**src/rtl/sram_port_ctrl_pkg.sv**
```systemverilog
// Shared definitions for the SRAM port controller and its response FIFO.
// The strobe-width formula lives here so the SRAM model and the controller
// derive byte-enable widths identically.
package sram_port_ctrl_pkg;

    // One strobe bit per started byte of data.
    function automatic int unsigned strb_width(input int unsigned dw);
        return (dw + 32'd7) / 32'd8;
    endfunction

    // FIFO operation in a given cycle, encoded as {push, pop}.
    typedef enum logic [1:0] {
        OP_IDLE = 2'b00,
        OP_POP  = 2'b01,
        OP_PUSH = 2'b10,
        OP_BOTH = 2'b11
    } fifo_op_e;

endpackage

```
**src/rtl/sram_port_ctrl_rsp_fifo.sv**
```systemverilog
// Read-response buffer: DEPTH x DW circular FIFO with a synchronous reset
// on the control state only. Storage is never reset; the head word is
// don't-care while the FIFO is empty.
module sram_rsp_fifo
    import sram_port_ctrl_pkg::*;
#(
    parameter int unsigned DW    = 32,
    parameter int unsigned DEPTH = 2
) (
    input  logic          CLK,
    input  logic          RST,
    input  logic          push,
    input  logic [DW-1:0] push_data,
    input  logic          pop,
    output logic [DW-1:0] pop_data,
    output logic          full,
    output logic          empty
);

    localparam int unsigned   PW   = (DEPTH > 1) ? $clog2(DEPTH) : 1;
    localparam int unsigned   CW   = $clog2(DEPTH + 1);
    localparam logic [PW-1:0] LAST = PW'(DEPTH - 1);

    logic [DW-1:0] mem [DEPTH];
    logic [PW-1:0] wr_ptr;
    logic [PW-1:0] rd_ptr;
    logic [CW-1:0] count;
    logic          do_push;
    logic          do_pop;
    fifo_op_e      op;

    // Pointers wrap explicitly so non-power-of-two depths work.
    function automatic logic [PW-1:0] ptr_inc(input logic [PW-1:0] p);
        return (p == LAST) ? '0 : p + PW'(1);
    endfunction

    assign do_push  = push & ~full;
    assign do_pop   = pop & ~empty;
    assign op       = fifo_op_e'({do_push, do_pop});
    assign full     = (count == CW'(DEPTH));
    assign empty    = (count == '0);
    assign pop_data = mem[rd_ptr];

    // Data storage: written on push, intentionally left unreset.
    always_ff @(posedge CLK) begin
        if (do_push) begin
            mem[wr_ptr] <= push_data;
        end
    end

    // Pointer and occupancy tracking.
    always_ff @(posedge CLK) begin
        if (RST) begin
            wr_ptr <= '0;
            rd_ptr <= '0;
            count  <= '0;
        end else begin
            unique case (op)
                OP_PUSH: begin
                    wr_ptr <= ptr_inc(wr_ptr);
                    count  <= count + CW'(1);
                end
                OP_POP: begin
                    rd_ptr <= ptr_inc(rd_ptr);
                    count  <= count - CW'(1);
                end
                OP_BOTH: begin
                    wr_ptr <= ptr_inc(wr_ptr);
                    rd_ptr <= ptr_inc(rd_ptr);
                end
                OP_IDLE: begin
                end
            endcase
        end
    end

endmodule

```
**src/rtl/sram_port_ctrl.sv**
```systemverilog
// Port controller for a two-port strobed SRAM with a registered 1-cycle read.
// Writes pass straight through; reads are credit-limited so every accepted
// request is guaranteed a slot in the response FIFO. A write and a read to
// the same address in the same cycle return write-first data, merged per
// byte one cycle later when the SRAM read data arrives.
module sram_port_ctrl
    import sram_port_ctrl_pkg::*;
#(
    parameter int unsigned DW    = 32,
    parameter int unsigned AW    = 14,
    parameter int unsigned DEPTH = 2,
    localparam int unsigned SW   = strb_width(DW)
) (
    input  logic          CLK,
    input  logic          RST,
    // write channel
    input  logic          w_valid,
    output logic          w_ready,
    input  logic [AW-1:0] w_addr,
    input  logic [DW-1:0] w_data,
    input  logic [SW-1:0] w_strb,
    // read request channel
    input  logic          ar_valid,
    output logic          ar_ready,
    input  logic [AW-1:0] ar_addr,
    // read response channel
    output logic          r_valid,
    input  logic          r_ready,
    output logic [DW-1:0] r_data,
    // SRAM side
    output logic [DW-1:0] sram_data_w,
    output logic [AW-1:0] sram_addr_w,
    output logic [SW-1:0] sram_wstrb,
    output logic          sram_en_w,
    output logic [AW-1:0] sram_addr_r,
    output logic          sram_en_r,
    input  logic [DW-1:0] sram_data_r
);

    localparam int unsigned CW = $clog2(DEPTH + 1);

    logic          w_hs;
    logic          ar_hs;
    logic          r_hs;
    logic [CW-1:0] cred;
    logic          rd_pend;
    logic          hit;
    logic [DW-1:0] hit_data;
    logic [SW-1:0] hit_strb;
    logic [DW-1:0] merged;
    logic          fifo_push;
    logic          fifo_full;
    logic          fifo_empty;

    // Handshakes and SRAM-side pass-through.
    assign w_ready     = ~RST;
    assign w_hs        = w_valid & w_ready;
    assign sram_en_w   = w_hs;
    assign sram_addr_w = w_addr;
    assign sram_data_w = w_data;
    assign sram_wstrb  = w_strb;

    // ar_ready looks only at the current credit count, never at r_ready,
    // so there is no combinational path from the response side.
    assign ar_ready    = ~RST & (cred < CW'(DEPTH));
    assign ar_hs       = ar_valid & ar_ready;
    assign sram_en_r   = ar_hs;
    assign sram_addr_r = ar_addr;

    assign r_valid     = ~fifo_empty & ~RST;
    assign r_hs        = r_valid & r_ready;

    // Credits guarantee room; the full gate only protects against misuse.
    assign fifo_push   = rd_pend & ~fifo_full;

    // Credit counter, read-in-flight flag and same-address collision flag.
    always_ff @(posedge CLK) begin
        if (RST) begin
            cred    <= '0;
            rd_pend <= 1'b0;
            hit     <= 1'b0;
        end else begin
            rd_pend <= ar_hs;
            hit     <= w_hs & ar_hs & (w_addr == ar_addr);
            case ({ar_hs, r_hs})
                2'b10:   cred <= cred + CW'(1);
                2'b01:   cred <= cred - CW'(1);
                default: cred <= cred;
            endcase
        end
    end

    // Write payload captured every cycle; only consumed when hit is set.
    always_ff @(posedge CLK) begin
        hit_data <= w_data;
        hit_strb <= w_strb;
    end

    // Byte-wise write-first merge over the SRAM read data (per bit so that
    // a partial final byte is handled too).
    always_comb begin
        merged = sram_data_r;
        for (int unsigned b = 0; b < DW; b++) begin
            if (hit && hit_strb[b / 8]) begin
                merged[b] = hit_data[b];
            end
        end
    end

    sram_rsp_fifo #(
        .DW    (DW),
        .DEPTH (DEPTH)
    ) u_rsp_fifo (
        .CLK       (CLK),
        .RST       (RST),
        .push      (fifo_push),
        .push_data (merged),
        .pop       (r_hs),
        .pop_data  (r_data),
        .full      (fifo_full),
        .empty     (fifo_empty)
    );

    // Credits bound outstanding reads to DEPTH, so a landing read never
    // finds the FIFO full and the counter never exceeds DEPTH.
    a_cred_bound: assert property (@(posedge CLK) disable iff (RST)
        cred <= CW'(DEPTH));
    a_no_overflow: assert property (@(posedge CLK) disable iff (RST)
        !(rd_pend && fifo_full));

endmodule

```
**config.mk**
```make
export PLATFORM = sky130hd
export DESIGN_NAME = sram_port_ctrl
export DESIGN_NICKNAME = d
export VERILOG_FILES = /design/src/rtl/sram_port_ctrl_pkg.sv /design/src/rtl/sram_port_ctrl_rsp_fifo.sv /design/src/rtl/sram_port_ctrl.sv
export SDC_FILE = /design/constraint.sdc
export NUM_CORES = 1
export LEC_CHECK = 0
export BUFFER_PORTS_ARGS = -buffer_cell sky130_fd_sc_hd__buf_2
export CELL_PAD_IN_SITES_DETAIL_PLACEMENT = 1
export CELL_PAD_IN_SITES_GLOBAL_PLACEMENT = 1
export CORE_MARGIN = 2
export CORE_UTILIZATION = 37
export DETAILED_ROUTE_END_ITERATION = 8
export GPL_TIMING_DRIVEN = 0
export HOLD_SLACK_MARGIN = 0.03
export PLACE_DENSITY_LB_ADDON = 0.25
export SLEW_MARGIN = 5
export SYNTH_ARGS = -nofsm -noshare
export SYNTH_HDL_FRONTEND = slang
export SYNTH_SLANG_ARGS = --single-unit
```
**constraint.sdc**
```tcl
create_clock -name CLK -period 3.5 [get_ports CLK]
set_clock_uncertainty 0.2 [all_clocks]
set_input_delay 0.7 -clock CLK [delete_from_list [all_inputs] [get_ports CLK]]
set_output_delay 0.7 -clock CLK [all_outputs]
set_load 0.01 [all_outputs]
```
* Yosys cells after proc, flatten, opt, wreduce, memory -nomap -nowiden *
Memory sizes are Yosys's and may differ from the RTL's. A register that Yosys moved wholly into a read port is not among the register bits.
Cells that the tools add are included.

operators by class
  add/sub/neg operators = 6
  magnitude comparators = 1
  equality and inequality tests = 7
  mux-type cells = 40
  bitwise gates (word level) = 13
  reduce and logical (&&, ||, !) cells = 9

operators by type and width
  kind                                                                    count
  1-bit two-way mux                                                       38
  14-bit equality test                                                    1
  1-bit AND                                                               10
  2-bit equality test (second input constant)                             4
  2-bit case mux with 2 select lines                                      2
  2-bit by 1-bit adder with 2-bit output (second input constant)          2
  2-bit by 1-bit equality test with 1-bit output (second input constant)  2
  1-bit logical AND                                                       4
  2-bit nonzero test                                                      2
  2-bit OR reduction                                                      2
  2-bit by 1-bit subtractor with 2-bit output (second input constant)     2
  1-bit NOT                                                               3
  1-bit adder (second input constant)                                     2
  2-bit zero test                                                         1
  2-bit < comparator (second input constant)                              1

storage, ports and cells
  bits in registers = 44
  memory bits (writable) = 64
  bits of input ports = 101
  output and inout bits = 101
  word-level logic and storage cells = 85
  memories = 1

memory list
  name            words  width  read ports  clocked after memory_dff  write ports  line                           RTL
  u_rsp_fifo.mem  2      32     1           1                         1            sram_port_ctrl_rsp_fifo.sv:24  logic [DW-1:0] mem [DEPTH];

* Longest topological paths before layout *
  depth after elaboration = 9
  mapped depth = 7
  mapped depth without buffers = 7

* Cells and area by module *
Synthesis repeated with hierarchy kept, for this count alone.

unflattened totals
  cells, all modules = 302
  area, all modules = 4461.8 sq um

modules (own cells, without submodules)
  module          times used  cells each  area each (sq um)  seq. area each (sq um)
  sram_rsp_fifo   1           127         2529.9             2021.9
  sram_port_ctrl  1           175         1931.9             800.8

* Worst setup path after synthesis *
OpenSTA, ideal clock, no wires.

  kind = flip-flop to flip-flop
  start point = register u_rsp_fifo.count[0]
  end point = memory u_rsp_fifo.mem[0][0] (enable)
  setup time = 0.421 ns
  arrival time = 1.915 ns
  required time = 2.879 ns
  path slack = 0.964 ns
  cell stages (with the launch flop) = 3
  path buffers = 0
  clock period less this slack = 2.536 ns
  path through = dfxtp_1 -> o21ai_0 -> nor2_1

between the ends
  cells in the longest elaborated chain, start to end = 6

RTL lines
  item                                         line                                                 RTL
  start: declaration                           sram_port_ctrl_rsp_fifo.sv:27                        logic [CW-1:0] count;
  start signal: assignment                     sram_port_ctrl_rsp_fifo.sv:61                        count <= count + CW'(1);
  start signal: assignment                     sram_port_ctrl_rsp_fifo.sv:65                        count <= count - CW'(1);
  2-bit equality test (*)                      sram_port_ctrl_rsp_fifo.sv:40                        assign full = (count == CW'(DEPTH));
  1-bit NOT (*)                                sram_port_ctrl_rsp_fifo.sv:37, sram_port_ctrl.sv:74
  1-bit AND                                    sram_port_ctrl.sv:74                                 assign fifo_push = rd_pend & ~fifo_full;
  1-bit AND (*)                                sram_port_ctrl_rsp_fifo.sv:37                        assign do_push = push & ~full;
  1-bit two-way mux (*)                        sram_port_ctrl_rsp_fifo.sv:46                        if (do_push) begin
  1-bit two-way mux (implied by the code) (*)  sram_port_ctrl_rsp_fifo.sv:47                        mem[wr_ptr] <= push_data;
  end: declaration                             sram_port_ctrl_rsp_fifo.sv:24

Every way passes the cells marked *; elsewhere a longest branch is shown, timed or not.

==> impl_metrics.toml <==
[worst_setup_path]
max_stage_delay_ns = 0.37
cp-end-kind = "output port"
critical-path-top-delay-family = "buffers and inverters"
path_max_fanout = 10
crit_arrival_ns = 1.68
critical_path_class = "reg -> out"
start_kind = "register"
slowest_stage = "mux2_2"
crit_required_ns = 2.60
critPathBufInv = 3
cp_cell_sequence = "clkbuf_1, buf_4, mux2_2, buf_2"

[global_routing]
grt_max_degree = 19
grt_pass1_vias = 3155
grt_overflow = 0
antenna_found_initial = 0
grt_usage = 0.161
grt_pass1_wl_um = 15900

[clocking]
cts-root-buf = "clkbuf_16"
clk_pin_slew_worst_paths_ns = 0.07
insertion_delay_ns = 0.34
cts_hold_buf = 0
h-tree-depth = 3
cts.sinks = 109
numCtsBuffers = 9
cts_tree = "built"
ctsResizeCount = 0
cts_buffer_depth = 2
cts_post_setup_buffers_inserted = 0

[detailed_routing]
ant_nets = 0
dr_total_vias = 3010
first_iter_violations = 97
via_per_inst = 4.48
drt_wl_total_um = 10300
wl_per_cell_um = 15.4
first_pass_iters = 6
drc = 0

[finish]
layout_commonest_cell = "buf_2"
final_core_util = 0.508
final_cell_mix = "buf_2, buf_4, edfxtp_1"
drive_gt1_frac = 0.676
postLayoutCellArea_mm2 = 0.00608
n_antenna_cell = 0
area_growth_pct = 35.0
layout.nets = 625

[synth]
syn_area_per_cell_um2 = 14.7
synth_seq_cells = 109
synthesis.instances = 306
ys_warn_count = 0
synth_top_family_by_area = "multiplexers"
synth_compound_area_frac = 0.0106
synthAdderAreaFrac = 0.0111
synth_simple_gate_area_frac = 0.0322
ys_seq_area_frac = 0.626
ys_types = 24
syn_nets = 411
syn_area_mm2 = 0.00451
synth.area.mux_share = 0.160
synthXorXnorAreaFrac = 0.0369

[die]
fp.coreArea_mm2 = 0.0120
start_util = 0.377
num_rows = 40
die_y_um = 114
die-width_um = 114
die_area_mm2 = 0.0131
ios = 202

[sta]
finalSetupViolCount = 0
finalHoldViolCount = 0
max_slew_margin = 0.446
rsz0062_at_grt = "false"
fin_crit_sh = 0.736
finalMaxSlewViolations = 0
period_needed_ns = 2.58
tns_ns = 0
worst_pin_slew_ns = 0.822
fmax_mhz = 388

[power]
ir_drop_mv = 0.223
p_leak_nw = 2.69
p_per_area_mw_per_mm2 = 489

[place]
place_congestion = 0.722
placedInstanceArea_mm2 = 0.00577
hpwl_um = 8020
port_buffers = 201

[min_path]
worstHoldPathType = "in -> reg"

[flow_run]
drv_cap = 0

[status]
status = "completed"
[sequential cells by signal (all words and copies together), names as in the netlist, named ones only]
| signal | flops |
|---|---|
| hit_strb | 4 |
| hit | 1 |
| hit_data | 32 |
| u_rsp_fifo.wr_ptr | 1 |
| cred | 2 |
| rd_pend | 1 |
| u_rsp_fifo.count | 2 |
| u_rsp_fifo.mem | 64 |
| u_rsp_fifo.rd_ptr | 1 |
[path summary, 6_finish.rpt]
path	startpoint	endpoint	slack, ns	cells past startpoint
hold reg to reg	u_rsp_fifo.count[1]$_SDFFE_PP0P_	u_rsp_fifo.count[1]$_SDFFE_PP0P_	0.32	2
hold / removal	w_data[24]	hit_data[24]$_DFF_P_	0.28	1
setup reg to reg	u_rsp_fifo.count[1]$_SDFFE_PP0P_	u_rsp_fifo.count[1]$_SDFFE_PP0P_	1.12	6
setup / recovery	register	r_data[2]	0.92	4
[kinds of logic (layout without fill, tap and decap cells)]
family,Yosys count,count (layout)
compound gates,9,9
fa+ha+maj,4,4
xor+xnor,19,19
buf+inv,78,297
simple gates,23,23
mux,64,64
flops,109,109
[through the flow]
stage / total power [W] / std cells / hold WS, ns / setup slack, ns
6_report: 0.00297 / 672 / 0.276 / 0.923
5_1_grt: 0.00310 / 672 / 0.258 / 0.827
4_1_cts: 0.00301 / 672 / 0.262 / 0.871
3_5_place_dp: 0.00194 / 656 / 0.310 / 1.03
3_3_place_gp: 0.00191 / 654 / 0.290 / -0.0457
2_1_floorplan: 0.00173 / 306 / 0.271 / 0.964
[Yosys cell counts]
cell type | number | share of area
buf_4 | 67 | 0.11
edfxtp_1 | 64 | 0.43
mux2_2 | 62 | 0.15
dfxtp_1 | 45 | 0.20
xnor2_1 | 17 | 0.033
inv_1 | 8 | 0.0067
nor2_1 | 8 | 0.0067
a21oi_1 | 4 | 0.0044
ha_1 | 4 | 0.011
nand2_1 | 4 | 0.0033
o21ai_0 | 4 | 0.0044
nand4_1 | 3 | 0.0042
or3_1 | 3 | 0.0042
mux2_1 | 2 | 0.0050
xor2_1 | 2 | 0.0039
buf_6 | 1 | 0.0025
clkbuf_1 | 1 | 0.00083
clkinv_2 | 1 | 0.0011
nand2_4 | 1 | 0.0025
nand4_2 | 1 | 0.0028
nor2_8 | 1 | 0.0044
nor2b_1 | 1 | 0.0014
nor4_2 | 1 | 0.0028
o21bai_1 | 1 | 0.0017
[layout make-up]
cell class | instances | area, µm²
buffer | 69 | 518
clock inverter | 7 | 90.1
multi-input combinational | 119 | 1140
fill | 1314 | 5880
timing repair buffer | 203 | 1060
clock buffer | 9 | 225
sequential | 109 | 2820
inverter | 9 | 35.0
tap | 147 | 184
[layer usage]
metal | up-vias | GRT usage | wire [µm]
li1 | 1429 | - | -
met1 | 1431 | 0.181 | 4060
met2 | 142 | 0.298 | 5420
met3 | 8 | 0.0439 | 738
met4 | 0 | 0.0463 | 106
met5 | - | 0 | 0
[where the power goes]
group / leakage, nW / switching, W / internal (W)
Sequential: 0.964 / 0.0000240 / 0.00144
Combinational: 1.57 / 0.000212 / 0.000233
Clock: 0.153 / 0.000444 / 0.000624
Total: 2.69 / 0.000680 / 0.00229
Power figures use the tool's default switching activity.
